`src/rtl/up_fetch_if.sv`:
```
// Bus bundle between up_fetch, up_memory, the decoder and the execute stage.
// The fetch unit takes the master modport; the surrounding system takes the slave modport.
interface up_fetch_if;
   logic [7:0] mem_address;
   logic [7:0] mem_in;
   logic       mem_we;
   logic [7:0] mem_out;
   logic       mem_re;
   logic       jump;
   logic [7:0] jump_pc;
   // ins_*: the decoder takes the head byte on any rising edge where ins_valid and ins_ready
   // are both high. ins_valid never depends on ins_ready. ls_req is held high until ls_ack.
   logic       ins_valid;
   logic       ins_ready;
   logic [7:0] ins_data;
   logic [7:0] ins_pc;
   logic       ls_req;
   logic       ls_we;
   logic [7:0] ls_addr;
   logic [7:0] ls_wdata;
   logic [7:0] ls_rdata;
   logic       ls_ack;
   logic       dbg_state;

   modport master (
      output mem_address, mem_in, mem_we, ins_valid, ins_data, ins_pc,
             ls_rdata, ls_ack, dbg_state,
      input  mem_out, mem_re, jump, jump_pc, ins_ready, ls_req, ls_we,
             ls_addr, ls_wdata
   );

   modport slave (
      input  mem_address, mem_in, mem_we, ins_valid, ins_data, ins_pc,
             ls_rdata, ls_ack, dbg_state,
      output mem_out, mem_re, jump, jump_pc, ins_ready, ls_req, ls_we,
             ls_addr, ls_wdata
   );
endinterface

```
`src/rtl/up_fetch.sv`:
```
// Instruction prefetcher and arbiter for the single up_memory port. A load or store
// from execute wins the port; otherwise sequential bytes are fetched into a small FIFO.
module up_fetch #(
   parameter int         DEPTH    = 4,
   parameter logic [7:0] RESET_PC = 8'h00
) (
   input logic         clk,
   input logic         rst,
   up_fetch_if.master  bus
);
   localparam int AW = $clog2(DEPTH);
   localparam logic [AW:0] FULL = (AW+1)'(DEPTH);

   typedef enum logic {S_FREE = 1'b0, S_ACK = 1'b1} state_t;

   state_t        state_q, state_d;
   logic [7:0]    pc_q, pc_d;
   logic [AW:0]   cnt_q, cnt_d;
   logic [AW-1:0] rd_ptr_q, rd_ptr_d, wr_ptr_q, wr_ptr_d;
   logic [7:0]    fifo_data_q [DEPTH];
   logic [7:0]    fifo_data_d [DEPTH];
   logic [7:0]    fifo_pc_q [DEPTH];
   logic [7:0]    fifo_pc_d [DEPTH];
   logic [7:0]    ls_rdata_q, ls_rdata_d;
   logic          ls_cycle, push, pop;

   // The cycle after an access is always handed back to fetch, even if ls_req is still high.
   assign ls_cycle = (state_q == S_FREE) && bus.ls_req;
   assign push     = !ls_cycle && (cnt_q != FULL) && bus.mem_re && !bus.jump;
   assign pop      = (cnt_q != '0) && bus.ins_ready && !bus.jump;

   always_ff @(posedge clk or posedge rst) begin
      if (rst) state_q <= S_FREE;
      else     state_q <= state_d;
   end

   always_comb begin
      state_d = state_q;
      case (state_q)
         S_FREE:  if (bus.ls_req) state_d = S_ACK;
         S_ACK:   state_d = S_FREE;
         default: state_d = S_FREE;
      endcase
   end

   always_comb begin
      bus.mem_address = ls_cycle ? bus.ls_addr : pc_q;
      bus.mem_we      = ls_cycle && bus.ls_we && !rst;
      bus.mem_in      = ls_cycle ? bus.ls_wdata : 8'h00;
      bus.ls_ack      = (state_q == S_ACK);
      bus.dbg_state   = state_q;
   end

   always_comb begin
      pc_d        = pc_q;
      cnt_d       = cnt_q;
      rd_ptr_d    = rd_ptr_q;
      wr_ptr_d    = wr_ptr_q;
      fifo_data_d = fifo_data_q;
      fifo_pc_d   = fifo_pc_q;
      ls_rdata_d  = ls_rdata_q;
      if (bus.jump) begin
         cnt_d    = '0;
         rd_ptr_d = '0;
         wr_ptr_d = '0;
         pc_d     = bus.jump_pc;
      end else begin
         if (push) begin
            fifo_data_d[wr_ptr_q] = bus.mem_out;
            fifo_pc_d[wr_ptr_q]   = pc_q;
            wr_ptr_d              = wr_ptr_q + AW'(1);
            pc_d                  = pc_q + 8'd1;
         end
         if (pop) rd_ptr_d = rd_ptr_q + AW'(1);
         if (push && !pop)      cnt_d = cnt_q + (AW+1)'(1);
         else if (pop && !push) cnt_d = cnt_q - (AW+1)'(1);
      end
      if (ls_cycle && !bus.ls_we) ls_rdata_d = bus.mem_out;
   end

   always_ff @(posedge clk or posedge rst) begin
      if (rst) begin
         pc_q       <= RESET_PC;
         cnt_q      <= '0;
         rd_ptr_q   <= '0;
         wr_ptr_q   <= '0;
         ls_rdata_q <= 8'h00;
         for (int i = 0; i < DEPTH; i++) begin
            fifo_data_q[i] <= 8'h00;
            fifo_pc_q[i]   <= 8'h00;
         end
      end else begin
         pc_q        <= pc_d;
         cnt_q       <= cnt_d;
         rd_ptr_q    <= rd_ptr_d;
         wr_ptr_q    <= wr_ptr_d;
         ls_rdata_q  <= ls_rdata_d;
         fifo_data_q <= fifo_data_d;
         fifo_pc_q   <= fifo_pc_d;
      end
   end

   // Empty FIFO presents zeros rather than whatever stale entry the read pointer sits on.
   assign bus.ins_valid = (cnt_q != '0);
   assign bus.ins_data  = (cnt_q != '0) ? fifo_data_q[rd_ptr_q] : 8'h00;
   assign bus.ins_pc    = (cnt_q != '0) ? fifo_pc_q[rd_ptr_q] : 8'h00;
   assign bus.ls_rdata  = ls_rdata_q;
endmodule

```
`src/flat_wrapper.sv`:
```
// flat-port wrapper written by rule: the top's interface ports become plain ports
module up_fetch_flat 
#(
   parameter int         DEPTH    = 4,
   parameter logic [7:0] RESET_PC = 8'h00
)
  (clk, rst, bus_mem_address, bus_mem_in, bus_mem_we, bus_ins_valid, bus_ins_data, bus_ins_pc, bus_ls_rdata, bus_ls_ack, bus_dbg_state, bus_mem_out, bus_mem_re, bus_jump, bus_jump_pc, bus_ins_ready, bus_ls_req, bus_ls_we, bus_ls_addr, bus_ls_wdata);
  up_fetch_if bus_i ();
  input logic clk;
  input logic rst;
  output wire logic [$bits(bus_i.mem_address)-1:0] bus_mem_address;
  output wire logic [$bits(bus_i.mem_in)-1:0] bus_mem_in;
  output wire logic [$bits(bus_i.mem_we)-1:0] bus_mem_we;
  output wire logic [$bits(bus_i.ins_valid)-1:0] bus_ins_valid;
  output wire logic [$bits(bus_i.ins_data)-1:0] bus_ins_data;
  output wire logic [$bits(bus_i.ins_pc)-1:0] bus_ins_pc;
  output wire logic [$bits(bus_i.ls_rdata)-1:0] bus_ls_rdata;
  output wire logic [$bits(bus_i.ls_ack)-1:0] bus_ls_ack;
  output wire logic [$bits(bus_i.dbg_state)-1:0] bus_dbg_state;
  input wire logic [$bits(bus_i.mem_out)-1:0] bus_mem_out;
  input wire logic [$bits(bus_i.mem_re)-1:0] bus_mem_re;
  input wire logic [$bits(bus_i.jump)-1:0] bus_jump;
  input wire logic [$bits(bus_i.jump_pc)-1:0] bus_jump_pc;
  input wire logic [$bits(bus_i.ins_ready)-1:0] bus_ins_ready;
  input wire logic [$bits(bus_i.ls_req)-1:0] bus_ls_req;
  input wire logic [$bits(bus_i.ls_we)-1:0] bus_ls_we;
  input wire logic [$bits(bus_i.ls_addr)-1:0] bus_ls_addr;
  input wire logic [$bits(bus_i.ls_wdata)-1:0] bus_ls_wdata;
  assign bus_mem_address = bus_i.mem_address;
  assign bus_mem_in = bus_i.mem_in;
  assign bus_mem_we = bus_i.mem_we;
  assign bus_ins_valid = bus_i.ins_valid;
  assign bus_ins_data = bus_i.ins_data;
  assign bus_ins_pc = bus_i.ins_pc;
  assign bus_ls_rdata = bus_i.ls_rdata;
  assign bus_ls_ack = bus_i.ls_ack;
  assign bus_dbg_state = bus_i.dbg_state;
  assign bus_i.mem_out = bus_mem_out;
  assign bus_i.mem_re = bus_mem_re;
  assign bus_i.jump = bus_jump;
  assign bus_i.jump_pc = bus_jump_pc;
  assign bus_i.ins_ready = bus_ins_ready;
  assign bus_i.ls_req = bus_ls_req;
  assign bus_i.ls_we = bus_ls_we;
  assign bus_i.ls_addr = bus_ls_addr;
  assign bus_i.ls_wdata = bus_ls_wdata;
  up_fetch #(.DEPTH(DEPTH), .RESET_PC(RESET_PC)) u_core (.clk(clk), .rst(rst), .bus(bus_i));
endmodule
```
`config.mk`:
```
export PLATFORM = sky130hd
export DESIGN_NAME = up_fetch_flat
export DESIGN_NICKNAME = d
export VERILOG_FILES = /design/src/rtl/up_fetch_if.sv /design/src/rtl/up_fetch.sv /design/src/flat_wrapper.sv
export SDC_FILE = /design/constraint.sdc
export NUM_CORES = 1
export LEC_CHECK = 0
export ABC_AREA = 0
export CORE_ASPECT_RATIO = 1.75
export CORE_MARGIN = 5
export CORE_UTILIZATION = 35
export DETAILED_ROUTE_END_ITERATION = 12
export SETUP_SLACK_MARGIN = 0.3
export SLEW_MARGIN = 10
export SYNTH_ARGS = -nofsm -noshare
export SYNTH_HDL_FRONTEND = slang
export SYNTH_SLANG_ARGS = --single-unit
```
`constraint.sdc`:
```
create_clock -name clk -period 3.6 [get_ports clk]
set_input_delay 0.72 -clock clk [delete_from_list [all_inputs] [get_ports clk]]
set_output_delay 0.72 -clock clk [all_outputs]
set_load 0.02 [all_outputs]
```
# Word-level counts from Yosys, hierarchy flattened
# Cells that the tools add are included.
word_totals:
  input_bits: 39
  register_bits: 88
  word_cells: 75
op_classes:
  n_eq_ne: 1
  add_sub_neg: 5
  n_lt_le_gt_ge: 3
  n_bitwise: 4
  reduce_logical: 23
  muxes: 25
op_table:
  columns: ["op", "count"]
  rows:
  - ["8-bit 2-to-1 mux", 11]
  - ["32-bit bitwise mux", 2]
  - ["8-bit binary-select mux with 2-bit select", 2]
  - ["8-bit demux with 2-bit select", 1]
  - ["1-bit logical AND", 12]
  - ["3-bit 2-to-1 mux", 3]
  - ["8-bit by 1-bit adder with 8-bit output (second input constant)", 1]
  - ["2-bit 2-to-1 mux", 4]
  - ["3-bit >= comparator (second input constant)", 2]
  - ["1-bit zero test", 6]
  - ["2-bit NOT with 3-bit output", 2]
  - ["3-bit nonzero test", 2]
  - ["2-bit by 1-bit adder with 2-bit output (second input constant)", 2]
  - ["2-bit nonzero test", 2]
  - ["3-bit by 1-bit adder with 3-bit output (second input constant)", 1]
  - ["3-bit by 1-bit less-than comparator with 1-bit output (second input constant)", 1]
  - ["3-bit != test (second input constant)", 1]
  - ["3-bit by 1-bit subtractor with 3-bit output (second input constant)", 1]
  - ["1-bit NOT", 2]
  - ["1-bit one-hot mux with 2 select lines", 1]
  - ["2-bit AND reduction", 1]
  - ["1-bit 2-to-1 mux", 1]

# Logic depth before layout (Yosys ltp)
# Gate-level depths: netlist of run 1.
depth:
  ltp_word: 11
  depth_mapped: 8

# Least setup slack after synthesis of run 1
# Ideal clock, no wire load.
synth_path:
  path_kind: "input-to-output"
  startpoint: "in rst"
  endpoint: "out bus_mem_we"
  arrival_time_ps: 3055
  cell_stages: 2
  required_time_ps: 2880
  path_slack_ps: -175
  path_cell_list: "inv_1 -> and3_1"
synth_between:
  elab_chain_cells: 2
synth_lines:
  columns: ["item", "line", "rtl"]
  rows:
  - ["start: declaration", "flat_wrapper.sv:10", "input logic rst;"]
  - ["1-bit zero test (no line)", null, null]
  - ["1-bit logical AND", "up_fetch.sv:48", "bus.mem_we = ls_cycle && bus.ls_we && !rst;"]
  - ["end: declaration", "flat_wrapper.sv:13", "output wire logic [$bits(bus_i.mem_we)-1:0] bus_mem_we;"]
# No other way between the ends.

# Final worst setup path of run 1
layout_path:
  startpoint: "reg u_core.rd_ptr_q[0]"
  endpoint: "out bus_ins_pc[2]"
layout_between:
  elab_chain_cells: 5
layout_lines:
  columns: ["item", "line", "rtl"]
  rows:
  - ["start: declaration", "up_fetch.sv:19", "logic [AW-1:0] rd_ptr_q, rd_ptr_d, wr_ptr_q, wr_ptr_d;"]
  - ["start signal: assignment", "up_fetch.sv:95", "rd_ptr_q <= rd_ptr_d;"]
  - ["2-bit NOT with 3-bit output (implied by the code)", "up_fetch.sv:106", "assign bus.ins_pc = (cnt_q != '0) ? fifo_pc_q[rd_ptr_q] : 8'h00;"]
  - ["8-bit binary-select mux with 2-bit select", "up_fetch.sv:106", null]
  - ["8-bit 2-to-1 mux (implied by the code) (2 in series)", "up_fetch.sv:106", null]
  - ["8-bit 2-to-1 mux", "up_fetch.sv:106", null]
  - ["end: declaration", "flat_wrapper.sv:16", "output wire logic [$bits(bus_i.ins_pc)-1:0] bus_ins_pc;"]
# No other way between the ends. The select of a mux whose other input is x is not followed.

==> results of run 1 <==
==> path summary, 6_finish.rpt <==
path                                                   start                                 to  cells past startpoint
max reg2reg                   u_core.bus.dbg_state$_DFF_PP0_  u_core.fifo_data_q[5]$_DFFE_PP0P_                      5
min in group asynchronous                                rst   u_core.fifo_pc_q[19]$_DFFE_PP0P_                      3
min                        u_core.fifo_data_q[9]$_DFFE_PP0P_  u_core.fifo_data_q[9]$_DFFE_PP0P_                      1
min reg2reg                u_core.fifo_data_q[9]$_DFFE_PP0P_  u_core.fifo_data_q[9]$_DFFE_PP0P_                      1
max                           u_core.rd_ptr_q[0]$_DFFE_PP0P_                      bus_ins_pc[2]                      4
max in group asynchronous                                rst         u_core.pc_q[5]$_DFFE_PP0P_                      4
==> placed cells by master (no fill, tap or decap), types with 2 or more instances in the layout <==
master,n
clkdlybuf4s50_1,82
xor2_1,5
mux2_4,4
buf_4,7
clkinvlp_4,5
o211ai_1,2
and2_1,25
or4_1,4
nand2_2,4
nand2_1,32
clkbuf_16,9
mux4_2,16
o21ai_0,4
ha_1,5
nor2_1,14
mux2_2,71
bufinv_16,2
a31oi_1,2
inv_1,6
nand4_1,2
mux2i_1,3
nand3_1,4
dfrtp_1,88
xnor2_1,2
o31ai_1,2
==> metal layers <==
layer | wire length, um | track usage [%] | up-vias
li1 | - | - | 1327
met1 | 3890 | 16.5 | 1463
met2 | 5580 | 26.2 | 52
met3 | 306 | 2.44 | 12
met4 | 291 | 7.30 | 0
met5 | 0 | 0 | -
==> flip-flops by register name (all words and copies together) (netlist names) <==
register and count:
u_core.bus.dbg_state 1, u_core.bus.ls_rdata 8, u_core.cnt_q 3, u_core.fifo_data_q 32
u_core.fifo_pc_q 32, u_core.pc_q 8, u_core.rd_ptr_q 2, u_core.wr_ptr_q 2
==> what timing repair did <==
item / in CTS / in global routing
gates resized for setup: 0 / 1
setup buffers: 0 / 0
setup endpoints to repair: 0 / 4
==> cells by family (layout without fill, tap and decap cells) <==
logic type | Yosys count | count (layout) | synth area share, %
simple gates | 94 | 94 | 11.3
buf+inv | 30 | 114 | 3.75
xor+xnor | 7 | 7 | 1.41
mux | 94 | 94 | 28.8
compound gates | 13 | 13 | 2.02
fa+ha+maj | 6 | 6 | 1.90
flops | 88 | 88 | 50.8
==> where the power goes <==
part           internal, mW  switching (mW)  leakage, nW
sequential             1.32           0.213         1.12
combinational         0.984           0.743         1.18
clock                 0.629           0.398        0.151
total                  2.93            1.35         2.44
==> worst max-delay path: cells and delay by family (launching register included) <==
family	cells	cell delay, ns
buffers and inverters	2	0.75
DFF	1	0.56
muxes	1	0.55
and+or+nand+nor	1	0.19
==> area by class of cell <==
| cell class | instances | area [um2] | area share [%] |
|---|---|---|---|
| clock buffers | 10 | 239 | 4.24 |
| clock inverters | 6 | 91.3 | 1.62 |
| inverters | 8 | 37.5 | 0.665 |
| multi-input cells | 214 | 1970 | 35.0 |
| flip-flops and latches | 88 | 2200 | 39.0 |
| well taps | 165 | 206 | 3.66 |
| repair buffers | 90 | 893 | 15.8 |
==> summary.txt, run 1 <==
Outcome
  – Outcome: finished, final reports clean

Routing
  – Routed Antenna Nets: 0
  – Initial DRC Count: 70
  – Final wirelength: 10.1 mm
  – Vias: 2854
  – Drt first pass iters: 4
  – Post-route DRC violation count: 0
  – DR vias/cell: 4.91
  – WL/cell: 17.3 um

Place
  – Placed Cells incl. Taps: 565
  – Port Buffers: 82
  – Pre-CTS WS: 0.337 ns
  – GPL Wtd Cong: 0.683
  – Post-DP HPWL: 7.02 mm
  – Placed Area: 5310 um2

Clock tree
  – Root Buffer: clkbuf_16
  – CTS buffer count: 9
  – CTS Hold Bufs: 0
  – CTS H-Tree Depth: 3
  – Deepest clock path buffer count: 2
  – TritonCTS clock tree: yes
  – Clk slew on worst S/H paths: 0.06 ns
  – Num Clock Sinks: 88
  – Worst-Skew Late Latency: 0.34 ns

Timing
  – Final Worst Setup Slack: 0.488 ns
  – Max frequency: 321 MHz
  – Worst slew margin: 39.0%
  – Final Skew: 0.00389 ns
  – Max-slew violations: 0
  – Setup_tns: 0 ns
  – Final Hold Fails: 0
  – Min Tclk post-route: 3.11 ns
  – Hold slack: 0.501 ns
  – Setup Viol. Count Final: 0
  – RSZ-0062 raised after global routing: false
  – Tcrit/Tclk final: 86.4%
  – Worst Tran Pin Value: 0.916 ns

Synthesis
  – Synth top cells by count: dfrtp_1, mux2_2, nand2_1, and2_1, mux4_2
  – Fraction of registers with async set/reset: 100%
  – Top-count cell post-synth: dfrtp_1
  – Leading area contributor after synthesis: dfrtp_1
  – Dominant synthesized flop cell: dfrtp_1
  – Post-synth EDFFs: 0
  – Netlist area before placement: 4340 um2
  – Cells after Synth: 332
  – Register area share after synthesis: 50.8%
  – Ys Warns: 0
  – Synthesized net count: 377
  – FF+latch count, synth: 88
  – Mapped Avg Cell Area: 13.1 um2
  – Post-synth cell types: 38
  – Largest cells by area after synthesis: dfrtp_1, mux2_2, mux4_2
  – Synth top area share: 50.8%

Power
  – Power Total: 4.29 mW
  – P per Cell Area: 760 nW/um2
  – VDD IR max: 435 uV
  – Leak pwr: 2.44 nW

Setup path
  – WP data arrival: 2.39 ns
  – Data required, critical path: 2.88 ns
  – Crit start category: flip-flop
  – Worst Path Max Fanout: 13
  – CP peak stage delay: 0.56 ns
  – CP max-delay cell: dfrtp_1
  – Reg-to-reg setup timing slack: 1.43 ns
  – Crit Path Class: reg -> out
  – Crit-path cells: buf_12, mux4_2, and2_1, clkdlybuf4s50_1
  – Critical path capture point type: output port

Global route
  – Gr usage total: 14.6%
  – Initial antenna violation count: 0
  – First-pass GRT wire length: 16.5 mm
  – Vias in the first global route: 3130
  – Largest net degree at the start of global routing: 73
  – Total congestion overflow: 0

Floorplanning
  – Die Height: 157 um
  – Row count: 53
  – Die width: 94.2 um
  – Ports: 83
  – Initial Utilization: 35.9%
  – Core box area: 12100 um2
  – Die Area: 14800 um2

Layout
  – Area Growth Syn to Fin: 30.1%
  – Final core occ: 46.8%
  – Share of layout cells above drive strength 1: 29.3%
  – Fin cells: 581
  – Antenna cells: 0
  – Number of fillers in the final layout: 1140
  – Nets: 456
  – Cell area after layout: 5640 um2

Hold path
  – Hold Path Class: reg -> reg

Job
  – Max Cap Viol: 0
(Power assumes the default switching activity.)
==> inputs of run 2 (changes only) <==
- CAP_MARGIN: default -> 10
- CORE_UTILIZATION: 35 -> 42
- PLACE_DENSITY: default -> 0.69
==> run 2 against run 1 <==
Maximum frequency fell by 1.8%. Clock-buffer cell count up 2. Total power decreased by 1.7%. Setup slack worse by 0.056 ns. Global-route usage rose by 2.3 points. Critical path type is now in -> out. Critical endpoint is now bus_mem_address[7]. Largest cell class unchanged.
==> summary.txt, run 2 (synthesis gave the netlist of run 1 again) <==
Outcome
  – Outcome: finished, final reports clean

Timing
  – Final Worst Setup Slack: 0.432 ns (-0.0561 ns)
  – Setup Viol. Count Final: 0 (unchanged)
  – Max-slew violations: 0 (unchanged)
  – Setup_tns: 0 ns (unchanged)
  – Tcrit/Tclk final: 88.0% (+1.6 points)
  – RSZ-0062 raised after global routing: false
  – Final Hold Fails: 0 (unchanged)
  – Hold slack: 0.502 ns (+0.00116 ns)
  – Min Tclk post-route: 3.17 ns (+0.0561 ns)
  – Worst slew margin: 40.7% (+1.7 points)
  – Max frequency: 316 MHz (-1.8%)
  – Worst Tran Pin Value: 0.889 ns (-0.0261 ns)
  – Final Skew: 0.00653 ns (+0.00264 ns)

Place
  – Post-DP HPWL: 6.58 mm (-6.3%)
  – Pre-CTS WS: 0.421 ns (+0.0838 ns)
  – GPL Wtd Cong: 0.770 (+13%)
  – Port Buffers: 82 (unchanged)
  – Placed Cells incl. Taps: 528 (-6.5%)

Layout
  – Area Growth Syn to Fin: 28.5%
  – Share of layout cells above drive strength 1: 29.3% (-0.070 points)
  – Register area: 2200 um2 (unchanged)
  – Nets: 457 (+0.22%)
  – Fin cells: 544 (-6.4%)
  – Number of fillers in the final layout: 899 (-21%)
  – Commonest non-fill, non-tap cells in the layout: dfrtp_1, clkdlybuf4s50_1, mux2_2, nand2_1, and2_1
  – Leading cell type in the layout, fill and taps excluded: dfrtp_1
  – Antenna cells: 0 (unchanged)
  – Biggest regs: u_core.fifo_data_q x32, u_core.fifo_pc_q x32
  – Multi-input gate area: 1970 um2 (unchanged)

Power
  – P per Cell Area: 756 nW/um2 (-0.50%)
  – VDD IR max: 540 uV (+24%)
  – Leak pwr: 2.46 nW (+0.49%)

Hold path
  – Hold Path Class: reg -> reg

Setup path
  – Worst Path Max Fanout: 12 (-1)
  – WP data arrival: 2.45 ns (+0.06 ns)
  – Data required, critical path: 2.88 ns (about the same)
  – Critical path capture point type: output port
  – Crit Path Class: in -> out
  – Crit start category: input port

Clock tree
  – CTS Hold Bufs: 0 (unchanged)
  – Root Buffer: clkbuf_16
  – CTS buffer count: 9 (unchanged)
  – Cts repair resizes: 0 (unchanged)
  – Setup Buffers After CTS: 0 (unchanged)
  – Num Clock Sinks: 88 (unchanged)
  – Worst-Skew Late Latency: 0.34 ns (about the same)
  – Clk slew on worst S/H paths: 0.06 ns (about the same)
  – TritonCTS clock tree: yes
  – CTS H-Tree Depth: 3 (unchanged)
  – Deepest clock path buffer count: 2 (unchanged)

Routing
  – Post-route DRC violation count: 0 (unchanged)
  – DR vias/cell: 5.20 (+5.9%)
  – Vias: 2830 (-0.84%)
  – WL/cell: 17.7 um (+2.0%)
  – Drt first pass iters: 4 (unchanged)
  – Final wirelength: 9.62 mm (-4.5%)
  – Routed Antenna Nets: 0 (unchanged)
  – Initial DRC Count: 176 (+150%)

Job
  – Max Cap Viol: 0 (unchanged)

Floorplanning
  – Core box area: 10200 um2 (-16%)
  – Ports: 83 (unchanged)
  – Die Area: 12500 um2 (-15%)
  – Die width: 86.8 um (-7.8%)
  – Initial Utilization: 42.6% (+6.7 points)
  – Die Height: 144 um (-8.2%)
  – Row count: 49 (-7.5%)

Global route
  – Vias in the first global route: 3031 (-3.2%)
  – First-pass GRT wire length: 16.0 mm (-2.9%)
  – Gr usage total: 16.9% (+2.3 points)
  – Initial antenna violation count: 0 (unchanged)
  – Largest net degree at the start of global routing: 71 (-2.7%)
  – Total congestion overflow: 0 (unchanged)
-- run 2: changes by cell type in the layout (fill, tap and decap cells not counted) --
cell        change
bufinv_16       -1
clkinvlp_4      -3
buf_12          -1
buf_4           +2
inv_6           -1
clkinv_2        +1
clkbuf_8        +2
inv_1           +1
clkinv_4        +1
-- run 2: metal layers --
layer  routed length, um  share of wire, %  up-vias  global-route usage (%)
met1                3840                40     1427                    20.1
met5                   0                 0        -                       0
li1                    -                 -     1330                       -
met4                 327               3.4        0                    7.88
met3                 365               3.8       13                    3.59
met2                5090                53       60                    28.8
-- run 2: layout make-up --
type / instances / area share, %
timing repair buffer: 91 / 15.9
clock inverter: 4 / 0.920
inverter: 8 / 0.606
sequential: 88 / 39.5
tap: 127 / 2.85
clock buffer: 12 / 4.78
multi-input combinational: 214 / 35.4
-- run 2: path summary, 6_finish.rpt --
kind                                                       start  cells after the start  slack [ns]                                to
worst min-delay path            u_core.fifo_pc_q[20]$_DFFE_PP0P_                      1        0.50  u_core.fifo_pc_q[20]$_DFFE_PP0P_
worst max-delay path                                  bus_ls_req                      7        0.43                bus_mem_address[7]
worst min register to register  u_core.fifo_pc_q[20]$_DFFE_PP0P_                      1        0.50  u_core.fifo_pc_q[20]$_DFFE_PP0P_
min in group asynchronous                                    rst                      3        0.87  u_core.fifo_pc_q[10]$_DFFE_PP0P_
worst max register to register       u_core.cnt_q[1]$_DFFE_PP0P_                      7        1.38       u_core.cnt_q[2]$_DFFE_PP0P_
max in group asynchronous                                    rst                      4        1.58       u_core.cnt_q[0]$_DFFE_PP0P_
-- run 2: where the power goes --
group,switching (mW),internal (mW)
Sequential,0.197,1.32
Combinational,0.759,0.973
Clock,0.371,0.594
Total,1.33,2.89
-- run 2: through the flow --
| step | total power, mW | cell area (um2) | utilization [%] |
|---|---|---|---|
| 2_1_floorplan | 2.64 | 4340 | - |
| 3_3_place_gp | 3.24 | 5260 | 51.6 |
| 3_5_place_dp | 3.30 | 5260 | 51.6 |
| 4_1_cts | 4.28 | 5570 | 54.8 |
| 5_1_grt | 4.49 | 5570 | 54.8 |
| 6_report | 4.22 | 5570 | 54.8 |
-- run 2: worst max-delay path: stages --
cell	delay (ns)
clkdlybuf4s50_1	0.46
nand2b_1	0.07
inv_1	0.26
buf_4	0.22
nand2_1	0.06
nand2_1	0.06
clkdlybuf4s50_1	0.60
==> inputs of run 3 (changes only) <==
- CORE_MARGIN: 5 -> default
- SLEW_MARGIN: 10 -> default
==> run 3 against run 2 <==
Sequential share of layout area is 0.21 points higher. Setup slack better by 0.055 ns. Utilization grew 0.85 points. Maximum frequency increased by 1.8%. Clock skew is 0.00069 ns lower. Combinational power barely moved. Clock power fell by 5.7%. Via count rose by 0.57%. Global-route usage grew 2.1 points. Hold slack worse by 0.0023 ns. Non-clock buffer count fell by 1. Cell count shrank 0.55%. Critical path type unchanged.
==> summary.txt, run 3 (synthesis gave the netlist of run 1 again) <==
Outcome
  – Outcome: finished, final reports clean

Timing
  – Final Hold Fails: 0 (unchanged)
  – Hold slack: 0.500 ns (-0.00229 ns)
  – Max frequency: 321 MHz (+1.8%)
  – Worst slew margin: 49.1% (+8.4 points)
  – Min Tclk post-route: 3.11 ns (-0.0552 ns)
  – Setup_tns: 0 ns (unchanged)
  – Max-slew violations: 0 (unchanged)
  – Tcrit/Tclk final: 86.5% (-1.5 points)
  – RSZ-0062 raised after global routing: false
  – Setup Viol. Count Final: 0 (unchanged)
  – Worst Tran Pin Value: 0.763 ns (-0.126 ns)
  – Final Skew: 0.00584 ns (-0.000692 ns)

Floorplanning
  – Initial Utilization: 43.5% (+0.89 points)
  – Die Height: 136 um (-5.5%)
  – Die width: 78.8 um (-9.2%)
  – Ports: 83 (unchanged)
  – Die Area: 10800 um2 (-14%)
  – Row count: 48 (-2.0%)
  – Core box area: 9970 um2 (-2.0%)

Clock tree
  – CTS H-Tree Depth: 3 (unchanged)
  – Num Clock Sinks: 88 (unchanged)
  – Clk slew on worst S/H paths: 0.06 ns (about the same)
  – Setup Buffers After CTS: 0 (unchanged)
  – CTS buffer count: 9 (unchanged)
  – CTS Hold Bufs: 0 (unchanged)
  – Worst-Skew Late Latency: 0.34 ns (about the same)
  – Root Buffer: clkbuf_16
  – TritonCTS clock tree: yes
  – Deepest clock path buffer count: 2 (unchanged)

Setup path
  – Data required, critical path: 2.88 ns (about the same)
  – R2R depth: 5 (-2)
  – Crit start category: input port
  – Critical path capture point type: output port
  – Reg-to-reg setup timing slack: 1.43 ns (+0.05 ns)
  – Worst R2R Start: u_core.bus.dbg_state$_DFF_PP0_
  – Crit Path Class: in -> out
  – WP data arrival: 2.39 ns (-0.06 ns)
  – Worst Path Max Fanout: 20 (+8)
  – Worst flop-to-flop path endpoint: u_core.fifo_pc_q[15]$_DFFE_PP0P_

Power
  – P per Cell Area: 749 nW/um2 (-1.0%)
  – VDD IR max: 323 uV (-40%)
  – Leak pwr: 2.43 nW (-1.0%)

Hold path
  – Worst hold start: u_core.fifo_pc_q[13]$_DFFE_PP0P_
  – Hold path cells: 1 (unchanged)
  – Destination of the worst hold path: u_core.fifo_pc_q[13]$_DFFE_PP0P_
  – Hold Path Class: reg -> reg

Layout
  – Area Growth Syn to Fin: 27.8%
  – Nets: 456 (-0.22%)
  – Commonest non-fill, non-tap cells in the layout: dfrtp_1, clkdlybuf4s50_1, mux2_2, nand2_1, and2_1
  – Share of layout cells above drive strength 1: 29.1% (-0.17 points)
  – Biggest regs: u_core.fifo_data_q x32, u_core.fifo_pc_q x32
  – Leading cell type in the layout, fill and taps excluded: dfrtp_1
  – Antenna cells: 0 (unchanged)

Place
  – Post-DP HPWL: 6.41 mm (-2.5%)
  – GPL Wtd Cong: 0.753 (-2.2%)
  – Port Buffers: 82 (unchanged)

Global route
  – Met2 usage: 33.6% (+4.8 points)
  – Vias in the first global route: 2976 (-1.8%)
  – GR Layer Usage met3: 2.68% (-0.91 points)
  – Gr busiest metal: met2
  – Gr usage total: 19.0% (+2.1 points)
  – First-pass GRT wire length: 15.0 mm (-6.5%)
  – Initial antenna violation count: 0 (unchanged)
  – Total congestion overflow: 0 (unchanged)
  – M1 GR Usage: 21.6% (+1.5 points)
  – Largest net degree at the start of global routing: 62 (-13%)

Routing
  – Routed Antenna Nets: 0 (unchanged)
  – Initial DRC Count: 142 (-19%)
  – Drt first pass iters: 4 (unchanged)
  – Vias: 2846 (+0.57%)
  – Post-route DRC violation count: 0 (unchanged)
  – Final wirelength: 9.32 mm (-3.1%)
  – WL/cell: 17.2 um (-2.6%)
  – DR vias/cell: 5.26 (+1.1%)

Job
  – Max Cap Viol: 0 (unchanged)
## run 3: changes by cell type in the layout (fill, tap and decap cells not counted)
cell,before,now
clkinv_4,1,2
clkbuf_1,0,1
clkinvlp_4,2,3
buf_4,9,8
inv_1,7,6
clkinv_2,1,0
bufinv_16,1,0
## run 3: timing repair
item | in CTS | in global routing
gates resized for setup | 0 | 1
endpoints found under the setup margin | 0 | 1
hold endpoints to repair | 0 | 0
## run 3: stage by stage
step / power [mW] / worst slack [ns] / instance area (um2) / std cells / util (%)
after floorplan: 2.64 / 0.345 / 4340 / 332 / -
after global placement: 3.23 / 0.439 / 5250 / 525 / 52.6
after CTS: 4.20 / 0.376 / 5540 / 541 / 55.6
after detailed placement: 3.29 / 0.381 / 5250 / 525 / 52.6
after global routing: 4.38 / 0.399 / 5550 / 541 / 55.6
final: 4.15 / 0.487 / 5550 / 541 / 55.6
## run 3: final cells by class
cell class                      count  area (um2)
Sequential cell                    88        2200
Clock inverter                      3        25.0
Inverter                            8        37.5
Fill cell                         858        4420
Clock buffer                       13         270
Multi-Input combinational cell    214        1970
Timing Repair Buffer               90         881
Tap cell                          125         156
## run 3: worst max-delay path by stage
| stage | cells past startpoint | to | slack, ns | from |
|---|---|---|---|---|
| after global placement | 5 | bus_mem_we | 0.44 | bus_ls_req |
| final | 5 | bus_mem_we | 0.49 | bus_ls_req |
| after global routing | 5 | bus_mem_we | 0.40 | bus_ls_req |
| after detailed placement | 5 | bus_mem_we | 0.38 | bus_ls_req |
| after CTS | 5 | bus_mem_we | 0.38 | bus_ls_req |
| after floorplan | 2 | bus_mem_we | 0.35 | rst |
## run 3: report_power, final
group | leakage (nW) | internal [mW] | switching [mW] | total (mW)
Sequential | 1.12 | 1.32 | 0.204 | 1.53
Clock | 0.142 | 0.527 | 0.383 | 0.910
Combinational | 1.17 | 0.971 | 0.744 | 1.72
Total | 2.43 | 2.82 | 1.33 | 4.15
## run 3: per-layer routing
layer | vias to the layer above | wire length (um)
met5 | - | 0
met4 | 0 | 267
met3 | 19 | 302
met2 | 62 | 5040
met1 | 1446 | 3710
li1 | 1319 | -
## run 3: critical path, stage by stage
cell             delay (ns)
clkdlybuf4s50_1        0.40
nand2b_1               0.14
clkinvlp_4             0.30
and3_1                 0.29
clkdlybuf4s50_1        0.54
